[config.mk]
export PLATFORM = sky130hd
export DESIGN_NAME = mem_port_arbiter_flat
export DESIGN_NICKNAME = d
export VERILOG_FILES = /design/src/rtl/mem_port_arbiter_if.sv /design/src/rtl/mem_port_arbiter.sv /design/src/flat_wrapper.sv
export SDC_FILE = /design/constraint.sdc
export NUM_CORES = 1
export LEC_CHECK = 0
export ABC_AREA = 1
export CAP_MARGIN = 0
export CORE_MARGIN = 2
export CORE_UTILIZATION = 35
export DETAILED_ROUTE_END_ITERATION = 10
export PLACE_DENSITY_LB_ADDON = 0.1
export SYNTH_ARGS = -nofsm -noshare
export SYNTH_HDL_FRONTEND = slang
export SYNTH_SLANG_ARGS = --single-unit
[constraint.sdc]
create_clock -name clk -period 1.9 [get_ports clk]
set_input_delay 0.38 -clock clk [delete_from_list [all_inputs] [get_ports clk]]
set_output_delay 0.38 -clock clk [all_outputs]
set_load 0.02 [all_outputs]
[src/rtl/mem_port_arbiter_if.sv]
// Bus bundle for the two-requester memory port arbiter: both requester
// command ports, the downstream memory command port and the status outputs.
interface mem_port_arbiter_if;
    logic [27:0] rq0_data_addr;
    logic [31:0] rq0_data_wr;
    logic        rq0_rw;
    logic        rq0_valid;
    logic        rq0_ready;
    logic [31:0] rq0_data_rd;

    logic [27:0] rq1_data_addr;
    logic [31:0] rq1_data_wr;
    logic        rq1_rw;
    logic        rq1_valid;
    logic        rq1_ready;
    logic [31:0] rq1_data_rd;

    logic [27:0] mem_data_addr;
    logic [31:0] mem_data_wr;
    logic        mem_rw_data;
    logic        mem_valid_data;
    logic [31:0] mem_data_rd;
    logic        mem_ready_data;

    logic [1:0]  grant;
    logic        error;

    modport slave (
        input  rq0_data_addr, rq0_data_wr, rq0_rw, rq0_valid,
        output rq0_ready, rq0_data_rd,
        input  rq1_data_addr, rq1_data_wr, rq1_rw, rq1_valid,
        output rq1_ready, rq1_data_rd,
        output mem_data_addr, mem_data_wr, mem_rw_data, mem_valid_data,
        input  mem_data_rd, mem_ready_data,
        output grant, error
    );

    modport master (
        output rq0_data_addr, rq0_data_wr, rq0_rw, rq0_valid,
        input  rq0_ready, rq0_data_rd,
        output rq1_data_addr, rq1_data_wr, rq1_rw, rq1_valid,
        input  rq1_ready, rq1_data_rd,
        input  mem_data_addr, mem_data_wr, mem_rw_data, mem_valid_data,
        output mem_data_rd, mem_ready_data,
        input  grant, error
    );
endinterface

[src/rtl/mem_port_arbiter.sv]
// Round-robin arbiter sharing one memory command port between two requesters,
// with a registered downstream command, winner-only response and a watchdog.
module mem_port_arbiter #(
    parameter int unsigned TIMEOUT_CYCLES = 1024,
    parameter int unsigned CNT_W          = 16
) (
    input  logic               clk,
    input  logic               rst,
    mem_port_arbiter_if.slave  bus
);

    typedef enum logic [1:0] {
        S_IDLE = 2'd0,
        S_BUSY = 2'd1,
        S_DONE = 2'd2
    } state_t;

    // Watchdog value seen during the TIMEOUT_CYCLES-th BUSY cycle (counter starts at 0)
    localparam logic [CNT_W-1:0] WD_LAST = (TIMEOUT_CYCLES == 0) ? '0 : CNT_W'(TIMEOUT_CYCLES - 1);
    localparam logic [CNT_W-1:0] WD_MAX  = '1;

    state_t            r_state;
    state_t            w_state_nxt;
    logic              r_last_grant;
    logic [1:0]        r_grant;
    logic              r_mem_valid;
    logic              r_mem_rw;
    logic [27:0]       r_mem_addr;
    logic [31:0]       r_mem_wr;
    logic              r_error;
    logic [CNT_W-1:0]  r_wd;

    logic              w_win;
    logic              w_pick1;
    logic              w_busy;
    logic              w_timeout;
    logic              w_done;

    assign w_win     = bus.rq0_valid | bus.rq1_valid;
    assign w_pick1   = bus.rq1_valid & (~bus.rq0_valid | ~r_last_grant);
    assign w_busy    = (r_state == S_BUSY);
    assign w_timeout = (TIMEOUT_CYCLES != 0) && w_busy && !bus.mem_ready_data && (r_wd == WD_LAST);
    assign w_done    = w_busy & (bus.mem_ready_data | w_timeout);

    always_ff @(posedge clk or negedge rst) begin
        if (!rst) begin
            r_state <= S_IDLE;
        end else begin
            r_state <= w_state_nxt;
        end
    end

    always_comb begin
        w_state_nxt = r_state;
        case (r_state)
            S_IDLE:  if (w_win)  w_state_nxt = S_BUSY;
            S_BUSY:  if (w_done) w_state_nxt = S_DONE;
            S_DONE:  w_state_nxt = S_IDLE;
            default: w_state_nxt = S_IDLE;
        endcase
    end

    always_comb begin
        bus.rq0_ready   = 1'b0;
        bus.rq1_ready   = 1'b0;
        bus.rq0_data_rd = '0;
        bus.rq1_data_rd = '0;
        if (w_done) begin
            bus.rq0_ready = r_grant[0];
            bus.rq1_ready = r_grant[1];
            // A timeout completion returns zero data
            if (bus.mem_ready_data) begin
                if (r_grant[0]) bus.rq0_data_rd = bus.mem_data_rd;
                if (r_grant[1]) bus.rq1_data_rd = bus.mem_data_rd;
            end
        end
    end

    always_ff @(posedge clk or negedge rst) begin
        if (!rst) begin
            r_last_grant <= 1'b1;
            r_grant      <= 2'b00;
            r_mem_valid  <= 1'b0;
            r_mem_rw     <= 1'b0;
            r_mem_addr   <= '0;
            r_mem_wr     <= '0;
            r_error      <= 1'b0;
            r_wd         <= '0;
        end else begin
            case (r_state)
                S_IDLE: begin
                    if (w_win) begin
                        r_mem_addr  <= w_pick1 ? bus.rq1_data_addr : bus.rq0_data_addr;
                        r_mem_wr    <= w_pick1 ? bus.rq1_data_wr   : bus.rq0_data_wr;
                        r_mem_rw    <= w_pick1 ? bus.rq1_rw        : bus.rq0_rw;
                        r_mem_valid <= 1'b1;
                        r_grant     <= w_pick1 ? 2'b10 : 2'b01;
                        r_wd        <= '0;
                    end
                end
                S_BUSY: begin
                    if (w_done) begin
                        r_mem_valid  <= 1'b0;
                        r_mem_rw     <= 1'b0;
                        r_last_grant <= r_grant[1];
                        r_grant      <= 2'b00;
                        if (w_timeout) r_error <= 1'b1;
                    end else if (r_wd != WD_MAX) begin
                        r_wd <= r_wd + 1'b1;
                    end
                end
                default: ;
            endcase
        end
    end

    assign bus.mem_data_addr  = r_mem_addr;
    assign bus.mem_data_wr    = r_mem_wr;
    assign bus.mem_rw_data    = r_mem_rw;
    assign bus.mem_valid_data = r_mem_valid;
    assign bus.grant          = r_grant;
    assign bus.error          = r_error;

endmodule

[src/flat_wrapper.sv]
// flat-port wrapper written by rule: the top's interface ports become plain ports
module mem_port_arbiter_flat 
#(
    parameter int unsigned TIMEOUT_CYCLES = 1024,
    parameter int unsigned CNT_W          = 16
)
  (clk, rst, bus_rq0_data_addr, bus_rq0_data_wr, bus_rq0_rw, bus_rq0_valid, bus_rq0_ready, bus_rq0_data_rd, bus_rq1_data_addr, bus_rq1_data_wr, bus_rq1_rw, bus_rq1_valid, bus_rq1_ready, bus_rq1_data_rd, bus_mem_data_addr, bus_mem_data_wr, bus_mem_rw_data, bus_mem_valid_data, bus_mem_data_rd, bus_mem_ready_data, bus_grant, bus_error);
  mem_port_arbiter_if bus_i ();
  input  logic clk;
  input  logic rst;
  input wire logic [$bits(bus_i.rq0_data_addr)-1:0] bus_rq0_data_addr;
  input wire logic [$bits(bus_i.rq0_data_wr)-1:0] bus_rq0_data_wr;
  input wire logic [$bits(bus_i.rq0_rw)-1:0] bus_rq0_rw;
  input wire logic [$bits(bus_i.rq0_valid)-1:0] bus_rq0_valid;
  output wire logic [$bits(bus_i.rq0_ready)-1:0] bus_rq0_ready;
  output wire logic [$bits(bus_i.rq0_data_rd)-1:0] bus_rq0_data_rd;
  input wire logic [$bits(bus_i.rq1_data_addr)-1:0] bus_rq1_data_addr;
  input wire logic [$bits(bus_i.rq1_data_wr)-1:0] bus_rq1_data_wr;
  input wire logic [$bits(bus_i.rq1_rw)-1:0] bus_rq1_rw;
  input wire logic [$bits(bus_i.rq1_valid)-1:0] bus_rq1_valid;
  output wire logic [$bits(bus_i.rq1_ready)-1:0] bus_rq1_ready;
  output wire logic [$bits(bus_i.rq1_data_rd)-1:0] bus_rq1_data_rd;
  output wire logic [$bits(bus_i.mem_data_addr)-1:0] bus_mem_data_addr;
  output wire logic [$bits(bus_i.mem_data_wr)-1:0] bus_mem_data_wr;
  output wire logic [$bits(bus_i.mem_rw_data)-1:0] bus_mem_rw_data;
  output wire logic [$bits(bus_i.mem_valid_data)-1:0] bus_mem_valid_data;
  input wire logic [$bits(bus_i.mem_data_rd)-1:0] bus_mem_data_rd;
  input wire logic [$bits(bus_i.mem_ready_data)-1:0] bus_mem_ready_data;
  output wire logic [$bits(bus_i.grant)-1:0] bus_grant;
  output wire logic [$bits(bus_i.error)-1:0] bus_error;
  assign bus_i.rq0_data_addr = bus_rq0_data_addr;
  assign bus_i.rq0_data_wr = bus_rq0_data_wr;
  assign bus_i.rq0_rw = bus_rq0_rw;
  assign bus_i.rq0_valid = bus_rq0_valid;
  assign bus_rq0_ready = bus_i.rq0_ready;
  assign bus_rq0_data_rd = bus_i.rq0_data_rd;
  assign bus_i.rq1_data_addr = bus_rq1_data_addr;
  assign bus_i.rq1_data_wr = bus_rq1_data_wr;
  assign bus_i.rq1_rw = bus_rq1_rw;
  assign bus_i.rq1_valid = bus_rq1_valid;
  assign bus_rq1_ready = bus_i.rq1_ready;
  assign bus_rq1_data_rd = bus_i.rq1_data_rd;
  assign bus_mem_data_addr = bus_i.mem_data_addr;
  assign bus_mem_data_wr = bus_i.mem_data_wr;
  assign bus_mem_rw_data = bus_i.mem_rw_data;
  assign bus_mem_valid_data = bus_i.mem_valid_data;
  assign bus_i.mem_data_rd = bus_mem_data_rd;
  assign bus_i.mem_ready_data = bus_mem_ready_data;
  assign bus_grant = bus_i.grant;
  assign bus_error = bus_i.error;
  mem_port_arbiter #(.TIMEOUT_CYCLES(TIMEOUT_CYCLES), .CNT_W(CNT_W)) u_core (.clk(clk), .rst(rst), .bus(bus_i));
endmodule
Word level (Yosys, flattened, before mapping)
Cells that the tools add are included.
Word-level totals
  flip-flop bits (word level): 84
  latch bits: 0
  memory bits (writable): 0
  ROM bits: 0
  bits of input ports: 159
  output and inout port bits: 131
  memories kept: 0
Cells by class
  add/subtract/negate cells: 1
  multipliers: 0
  divide/modulo/power cells: 0
  order comparisons: 0
  equal/unequal tests: 7
  shift operators: 0
  muxes and demuxes: 27
  bitwise logic cells: 7
  reduce and logical (&&, ||, !) cells: 11
Operator list (number)
  2-to-1 mux 32 bit: 7
  2-to-1 mux 16 bit: 3
  one-hot mux 16 bit (2 select lines): 1
  2-to-1 mux 28 bit: 1
  adder 16 x 1 -> 16 bit, second input constant: 1
  equality test 16 x 10 -> 1 bit, second input constant: 1
  != test 16 bit, second input constant: 1
  2-to-1 mux 2 bit: 5
  one-hot mux 2 bit (2 select lines): 2
  2-to-1 mux 1 bit: 6
  != test 2 bit, second input constant: 3
  AND reduction 2 bit: 3
  AND reduction 3 bit: 2
  one-hot mux 1 bit (2 select lines): 2
  AND reduction 4 bit: 1
  bitwise OR 1 bit: 3
  AND 1 bit: 2
  equality test 2 x 1 -> 1 bit, second input constant: 1
  logical AND 1 bit: 2
  logical NOT 2 bit: 1
  != test 2 x 1 -> 1 bit, second input constant: 1
  NOT 1 bit: 2
  nonzero test 2 bit: 1
  logical NOT 1 bit: 1

Logic depth before layout (Yosys ltp)
Gate-level depths: netlist of run 1.
  depth after elaboration: 7
  gate-level depth with buffers: 12
  mapped depth without buffers: 11

Worst setup path before layout of run 1
Ideal clock, no wire load.
  kind: reg-to-output
  start: reg u_core.r_wd[0]
  end: out bus_rq0_data_rd[22]
  arrival: 1635 ps
  required time: 1520 ps
  slack: -115 ps
  stages on the path, launching flop included: 11
  path buffers: 1
  cells stage by stage: dfrtp_1 > ha_1 > nand2_4 > nor2_8 > nand2_4 > nor2_4 > o21bai_4 > nor2_8 > buf_6 > nand2_1 > inv_1
Between the ends
  cells in the longest elaborated chain, start to end: 5
Ends and longest elaborated chain
  from (decl): RTL line mem_port_arbiter.sv:31  | logic [CNT_W-1:0] r_wd;
  from (signal assigned): RTL line mem_port_arbiter.sv:109  | r_wd <= r_wd + 1'b1;
  equality test 16 x 10 -> 1 bit: RTL line mem_port_arbiter.sv:42  | assign w_timeout = (TIMEOUT_CYCLES != 0) && w_busy && !bus.mem_ready_data && (r_wd == WD_LAST);
  logical AND 1 bit: RTL line mem_port_arbiter.sv:42
  bitwise OR 1 bit: RTL line mem_port_arbiter.sv:43  | assign w_done = w_busy & (bus.mem_ready_data | w_timeout);
  AND 1 bit: RTL line mem_port_arbiter.sv:43
  2-to-1 mux 32 bit: RTL line mem_port_arbiter.sv:68  | if (w_done) begin
  to (decl): RTL line flat_wrapper.sv:16  | output wire logic [$bits(bus_i.rq0_data_rd)-1:0] bus_rq0_data_rd;
No other way between the ends.

Worst setup path after layout of run 1
  start: reg u_core.r_wd[1]
  end: out bus_rq1_data_rd[11]
Between the ends
  cells in the longest elaborated chain, start to end: 5
Ends and longest elaborated chain
  equality test 16 x 10 -> 1 bit: RTL line mem_port_arbiter.sv:42
  logical AND 1 bit: RTL line mem_port_arbiter.sv:42
  bitwise OR 1 bit: RTL line mem_port_arbiter.sv:43
  AND 1 bit: RTL line mem_port_arbiter.sv:43
  2-to-1 mux 32 bit: RTL line mem_port_arbiter.sv:68
  to (decl): RTL line flat_wrapper.sv:22  | output wire logic [$bits(bus_i.rq1_data_rd)-1:0] bus_rq1_data_rd;
No other way between the ends.

==> metrics.txt, run 1 <==
outcome finished with violations; violated checks negative setup slack; core area 0.0138 mm2; flops & latches, synth between 80 and 90; clk_lat worst skew between 300 and 400 ps; TritonCTS clock tree built; DRC violations left 0; Layout Nets 1244; CTS Buf Count 9; Reg-to-Reg Start u_core.r_wd[1]; RSZ-0062 raised after global routing true; CP endpoint kind primary output; post-layout util 65.1%; layout overhead on the synthesized area 82.3%; Final HPWL DP 13200 um; # diodes 0; largest net degree at the start of global routing 53; Starting DRT DRC Count ~210; num ports a little under 300; vias in the first global route 5338; Reg area 0.00210 mm2; pins over their slew limit 0; Buffers on Ports 289; Reg power frac between 20 and 30%; Max FO, Critical Path 11; Pleak 4.75 nW; Syn Area/Cell 6.57 um2; CTS H-tree depth 3; Sw Pwr 4.04 mW; layout cells sized above 1 roughly 24%; grt total ovfl 0; DRT Pass-1 Iters 7; routed vias 5675; Max VDD drop between 600 and 700 uV; Internal 5.88 mW; yosys warns 0; flop-to-flop setup slack roughly 50 ps; fin worst setup slack -484 ps; die area 0.0151 mm2; Root Driver clkbuf_16; CP Class reg -> out; chip height 123 um; final setup violating endpoints between 60 and 70; placed instance count about 1200; initial antenna violation count 0; Sw Share 40.7%; fraction of power consumed by the clock network 16.4%; Relative slew margins 61.7%; Yosys cell types 27; fin crit period 2380 ps; Initial Util 35.7%; Crit path required time ~1500 ps; first-pass GRT wire length between 20000 and 30000 um; commonest non-fill, non-tap cells in the layout 338 x nand2_1, 222 x clkdlybuf4s50_1, 83 x dfrtp_1, 69 x buf_6, 68 x nand3_1; Max clock buf depth 2; Post-Layout Cell Count 1269; total track usage 23.0%; max_cap viols 0; PwrDens 1100 mW/mm2; Via density 4.47; Multi-input gate area 0.00238 mm2; Final Total Pwr ~10 mW; CTS sink count 84; period utilization 125%; Critical Path Start u_core.r_wd[1]; Die Wd 123 um; Clock Skew 7.96 ps; fill count 1236; Net Count, Synth 912; Wirelength per Cell 14.0 um; most common cell after layout, fill and taps aside nand2_1; Mapped Area a little under 0.005 mm2; Hold Path Class in -> async; antenna viol nets, final 0; sequential share of the synthesized area 42.6%; GP Congestion 0.876; Hold Slack 12.5 ps; Comb power frac 54.6%; Worst Setup Start Kind register; Routed WL 17800 um; final hold violation count 0; clk slew on worst S/H paths 60 ps; post-synthesis cell count 752; num rows 43; fmax ~420 MHz; worst-margin pin slew 575 ps; Data arrival, critical path 2000 ps
==> cells in the mapped netlist, drive strengths merged <==
cell type | instances | area (um2)
inv | 119 | 447
a22oi | 1 | 7.51
buf | 25 | 168
o21ai | 6 | 30.0
o21a | 1 | 7.51
ha | 1 | 12.5
dfrtp | 83 | 2080
nand2 | 369 | 1410
a31o | 1 | 8.76
nor3 | 4 | 20.0
nand3 | 78 | 390
nand4 | 3 | 18.8
o21bai | 2 | 26.3
dfstp | 1 | 26.3
clkbuf | 7 | 26.3
nor2 | 44 | 234
a21oi | 7 | 35.0
==> power by group through the flow <==
| stage | combinational (mW) | clock [mW] | sequential [mW] |
|---|---|---|---|
| 4_1_cts | 5.39 | 1.67 | 2.88 |
| 3_3_place_gp | 5.20 | 0 | 2.87 |
| 3_5_place_dp | 5.22 | 0 | 2.87 |
| 5_1_grt | 5.86 | 1.73 | 2.97 |
| 6_report | 5.41 | 1.63 | 2.88 |
| 2_1_floorplan | 1.80 | 0 | 3.68 |
==> layer usage <==
layer,vias to the layer above,global-route usage (%),part of all wire [%]
met5,-,0,0
met4,0,8.05,2.2
li1,2897,-,-
met2,214,40.2,50
met3,27,8.88,10
met1,2537,25.3,37
==> kinds of logic after synthesis <==
kind of cell	after synthesis	share of synthesized area (%)
flip-flops	84	42.6
adder cells (fa/ha/maj)	1	0.253
AND/OR/NAND/NOR	498	41.9
AO/OA/AOI/OAI	18	2.33
buffers and inverters	151	13.0
==> metrics by stage <==
stage | setup TNS [ps] | setup WS (ps) | cell area (um2)
after floorplan | -2330 | -63.1 | 4950
after global placement | -45560 | -586 | 8390
after detailed placement | -47500 | -603 | 8390
after CTS | -28510 | -541 | 8850
after global routing | -36780 | -598 | 9010
final | -29470 | -484 | 9010
==> what timing repair did <==
action | in CTS | in global routing
gates resized for setup | 399 | 55
cloned | 2 | 2
pin swaps | 4 | 17
setup endpoints to repair | 66 | 85
setup buffers | 7 | 2
hold buffers | 0 | 0
==> cell type report <==
type                    instances  area share [%]
repair buffers                352            39.7
flip-flops and latches         84            23.4
clock buffers                  11            2.69
well taps                     180            2.50
clock inverters                 5           0.306
inverters                     119            5.01
multi-input cells             518            26.4
==> flip-flops by register name, indices dropped and copies added (netlist names) <==
register                   cells
u_core.bus.mem_valid_data      1
u_core.r_wd                   16
u_core.bus.mem_data_addr      28
u_core.bus.error               1
u_core.r_state                 2
u_core.bus.mem_rw_data         1
u_core.bus.mem_data_wr        32
u_core.bus.grant               2
u_core.r_last_grant            1
==> critical path, cell delays in order (launching register included) <==
cell and delay [ps]:
dfrtp_1 390, ha_4 160, nand2_4 60, nor2_8 130
nand2_4 60, nor2_4 140, o21bai_4 120, nor2_8 180
clkbuf_16 180, nand2_1 70, inv_2 50, buf_6 110
==> final timing paths <==
kind,endpoint,cells after the start
setup / recovery,bus_rq1_data_rd[11],11
hold / removal,u_core.bus.mem_data_wr[31],1
setup reg to reg,u_core.r_wd[2],10
hold reg to reg,u_core.bus.mem_rw_data,2
max in group asynchronous,u_core.bus.mem_data_addr[13],2
min in group clk,u_core.bus.mem_rw_data,2
(Power assumes the default switching activity.)
==> run 2: changes to the inputs <==
--- a/config.mk
+++ b/config.mk
@@ -11,6 +11,7 @@
 export CORE_UTILIZATION = 35
 export DETAILED_ROUTE_END_ITERATION = 10
 export PLACE_DENSITY_LB_ADDON = 0.1
+export SKIP_LAST_GASP = 1
 export SYNTH_ARGS = -nofsm -noshare
 export SYNTH_HDL_FRONTEND = slang
 export SYNTH_SLANG_ARGS = --single-unit
==> run 2 against run 1 <==
The run still ends with negative setup slack left. Total power is 0.67% higher. Design area rose by 0.94%. Combinational power is 1% higher. Register-to-register slack hardly changed. Critical path type unchanged.
==> metrics.txt, run 2 (synthesis results as in run 1) <==
Root Driver clkbuf_16; fin worst setup slack -549 ps (-65.0 ps); vias in the first global route 5362 (+0.45%); Starting DRT DRC Count 224 (+8.2%); antenna viol nets, final 0 (unchanged); Hold Slack 13.6 ps (+1.06 ps); Wirelength per Cell 14.2 um (+1.5%); met1 Usage GRT 25.5% (+0.18 points); delay-heaviest family, CP simple AND/OR/NAND/NOR gates; CTS sink count 84 (unchanged); worst-margin pin slew 570 ps (-5.31 ps); CP Class reg -> out; Crit path required time 1520 ps (about the same); chip height 123 um (unchanged); clk_lat worst skew 340 ps (about the same); num rows 43 (unchanged); CP endpoint kind primary output; Stages on worst setup path 11 (unchanged); first-pass GRT wire length 27100 um (+0.36%); Die Wd 123 um (unchanged); Worst Setup Start Kind register; PwrDens 1100 mW/mm2 (-0.27%); routed vias 5725 (+0.88%); slowest CP cell dfrtp_1; Placed Area 0.00839 mm2 (unchanged); # diodes 0 (unchanged); critical-path cell list ha_4 > nand2_4 > nor2_8 > nand2_4 > nor2_4 > o21bai_4 > nor2_8 > clkbuf_16 > nand2_2 > inv_2 > buf_6; M3 GR Usage 8.83% (-0.046 points); fin crit period 2450 ps (+65.0 ps); Initial Util 35.7% (unchanged); pins over their slew limit 0 (unchanged); GP Congestion 0.876 (unchanged); final instance area 0.00909 mm2 (+0.94%); largest net degree at the start of global routing 53 (unchanged); final hold violation count 0 (unchanged); Layout Nets 1247 (+0.24%); Max clock buf depth 2 (unchanged); flop-to-flop setup slack 50 ps (about the same); final setup violating endpoints 66 (unchanged); max_cap viols 0 (unchanged); Max VDD drop 686 uV (+0.11%); Routed WL 18100 um (+1.7%); crit path buf inv count 3 (unchanged); grt peak-use layer met2; CP peak stage delay 390 ps (about the same); Data arrival, critical path 2070 ps (+70 ps); initial antenna violation count 0 (unchanged); Setup Total Neg Slack -32650 ps (-3180 ps); die area 0.0151 mm2 (unchanged); Via density 4.50 (+0.64%); Max FO, Critical Path 6 (-5); layout cells sized above 1 24.9% (+0.76 points); TritonCTS clock tree built; violated checks negative setup slack; Hold-fix buffers, CTS 0 (unchanged); total track usage 23.1% (+0.059 points); period utilization 129% (+3.4 points); grt total ovfl 0 (unchanged); CTS H-tree depth 3 (unchanged); Clock Skew 5.91 ps (-2.05 ps); Hold Path Class in -> async; Final Total Pwr 9.98 mW (+0.67%); clk slew on worst S/H paths 60 ps (about the same); Largest register FFs 32 (unchanged); core area 0.0138 mm2 (unchanged); layout overhead on the synthesized area 84.0%; DRC violations left 0 (unchanged); most common cell after layout, fill and taps aside nand2_1; DRT Pass-1 Iters 6 (-1); RSZ-0062 raised after global routing true; Relative slew margins 62.0% (+0.35 points); outcome finished with violations; global routing usage on met2 40.3% (about the same); Buffers on Ports 289 (unchanged); num ports 290 (unchanged); fmax 408 MHz (-2.7%); Final HPWL DP 13200 um (unchanged); post-layout util 65.8% (+0.62 points); commonest non-fill, non-tap cells in the layout 330 x nand2_1, 222 x clkdlybuf4s50_1, 83 x dfrtp_1, 68 x nand3_1; CTS Buf Count 9 (unchanged); Pleak 4.90 nW (+3.1%); R2R depth 10 (unchanged)
==> run 2: cell types whose count changed in the layout (fill, tap and decap cells not counted), moves of 8 or more <==
| cell | delta |
|---|---|
| buf_6 | -8 |
| nand2_4 | +10 |
| buf_4 | +8 |
| nand2_1 | -8 |
==> run 2: routing by layer <==
layer / up-vias / part of all wire (%)
li1: 2906 / -
met1: 2569 / 38
met2: 215 / 50
met3: 35 / 9.6
met4: 0 / 2.7
met5: - / 0
==> run 2: area by class of cell <==
class	count	area, um2
fill	1222	4730
timing repair buffer	355	3590
multi-input combinational	518	2450
sequential	84	2100
inverter	119	452
clock buffer	11	243
tap	180	225
clock inverter	5	27.5
==> run 2: worst paths after layout <==
path,from,endpoint
setup / recovery,u_core.r_wd[1],bus_rq1_data_rd[6]
hold reg to reg,u_core.bus.mem_rw_data,u_core.bus.mem_rw_data
setup reg to reg,u_core.r_wd[1],u_core.r_wd[0]
max in group asynchronous,rst,u_core.bus.mem_data_addr[13]
hold / removal,rst,u_core.bus.mem_data_wr[31]
min in group clk,u_core.bus.mem_rw_data,u_core.bus.mem_rw_data
==> run 2: what timing repair did <==
| action | CTS | global route |
|---|---|---|
| pin swaps | 4 | 16 |
| cloned | 2 | 6 |
| setup buffers | 7 | 2 |
| resized for setup | 300 | 162 |
| endpoints found under the setup margin | 66 | 85 |
==> run 2: where the power goes <==
group	switching [mW]	internal (mW)	total, mW
clock	0.719	0.913	1.63
combinational	2.97	2.50	5.47
sequential	0.384	2.50	2.88
==> run 2: stage by stage <==
step | setup slack (ps) | instances
finish | -549 | 1272
global placement | -586 | 1244
global route | -641 | 1272
detailed placement | -603 | 1244
CTS | -552 | 1269
floorplan | -63.1 | 752
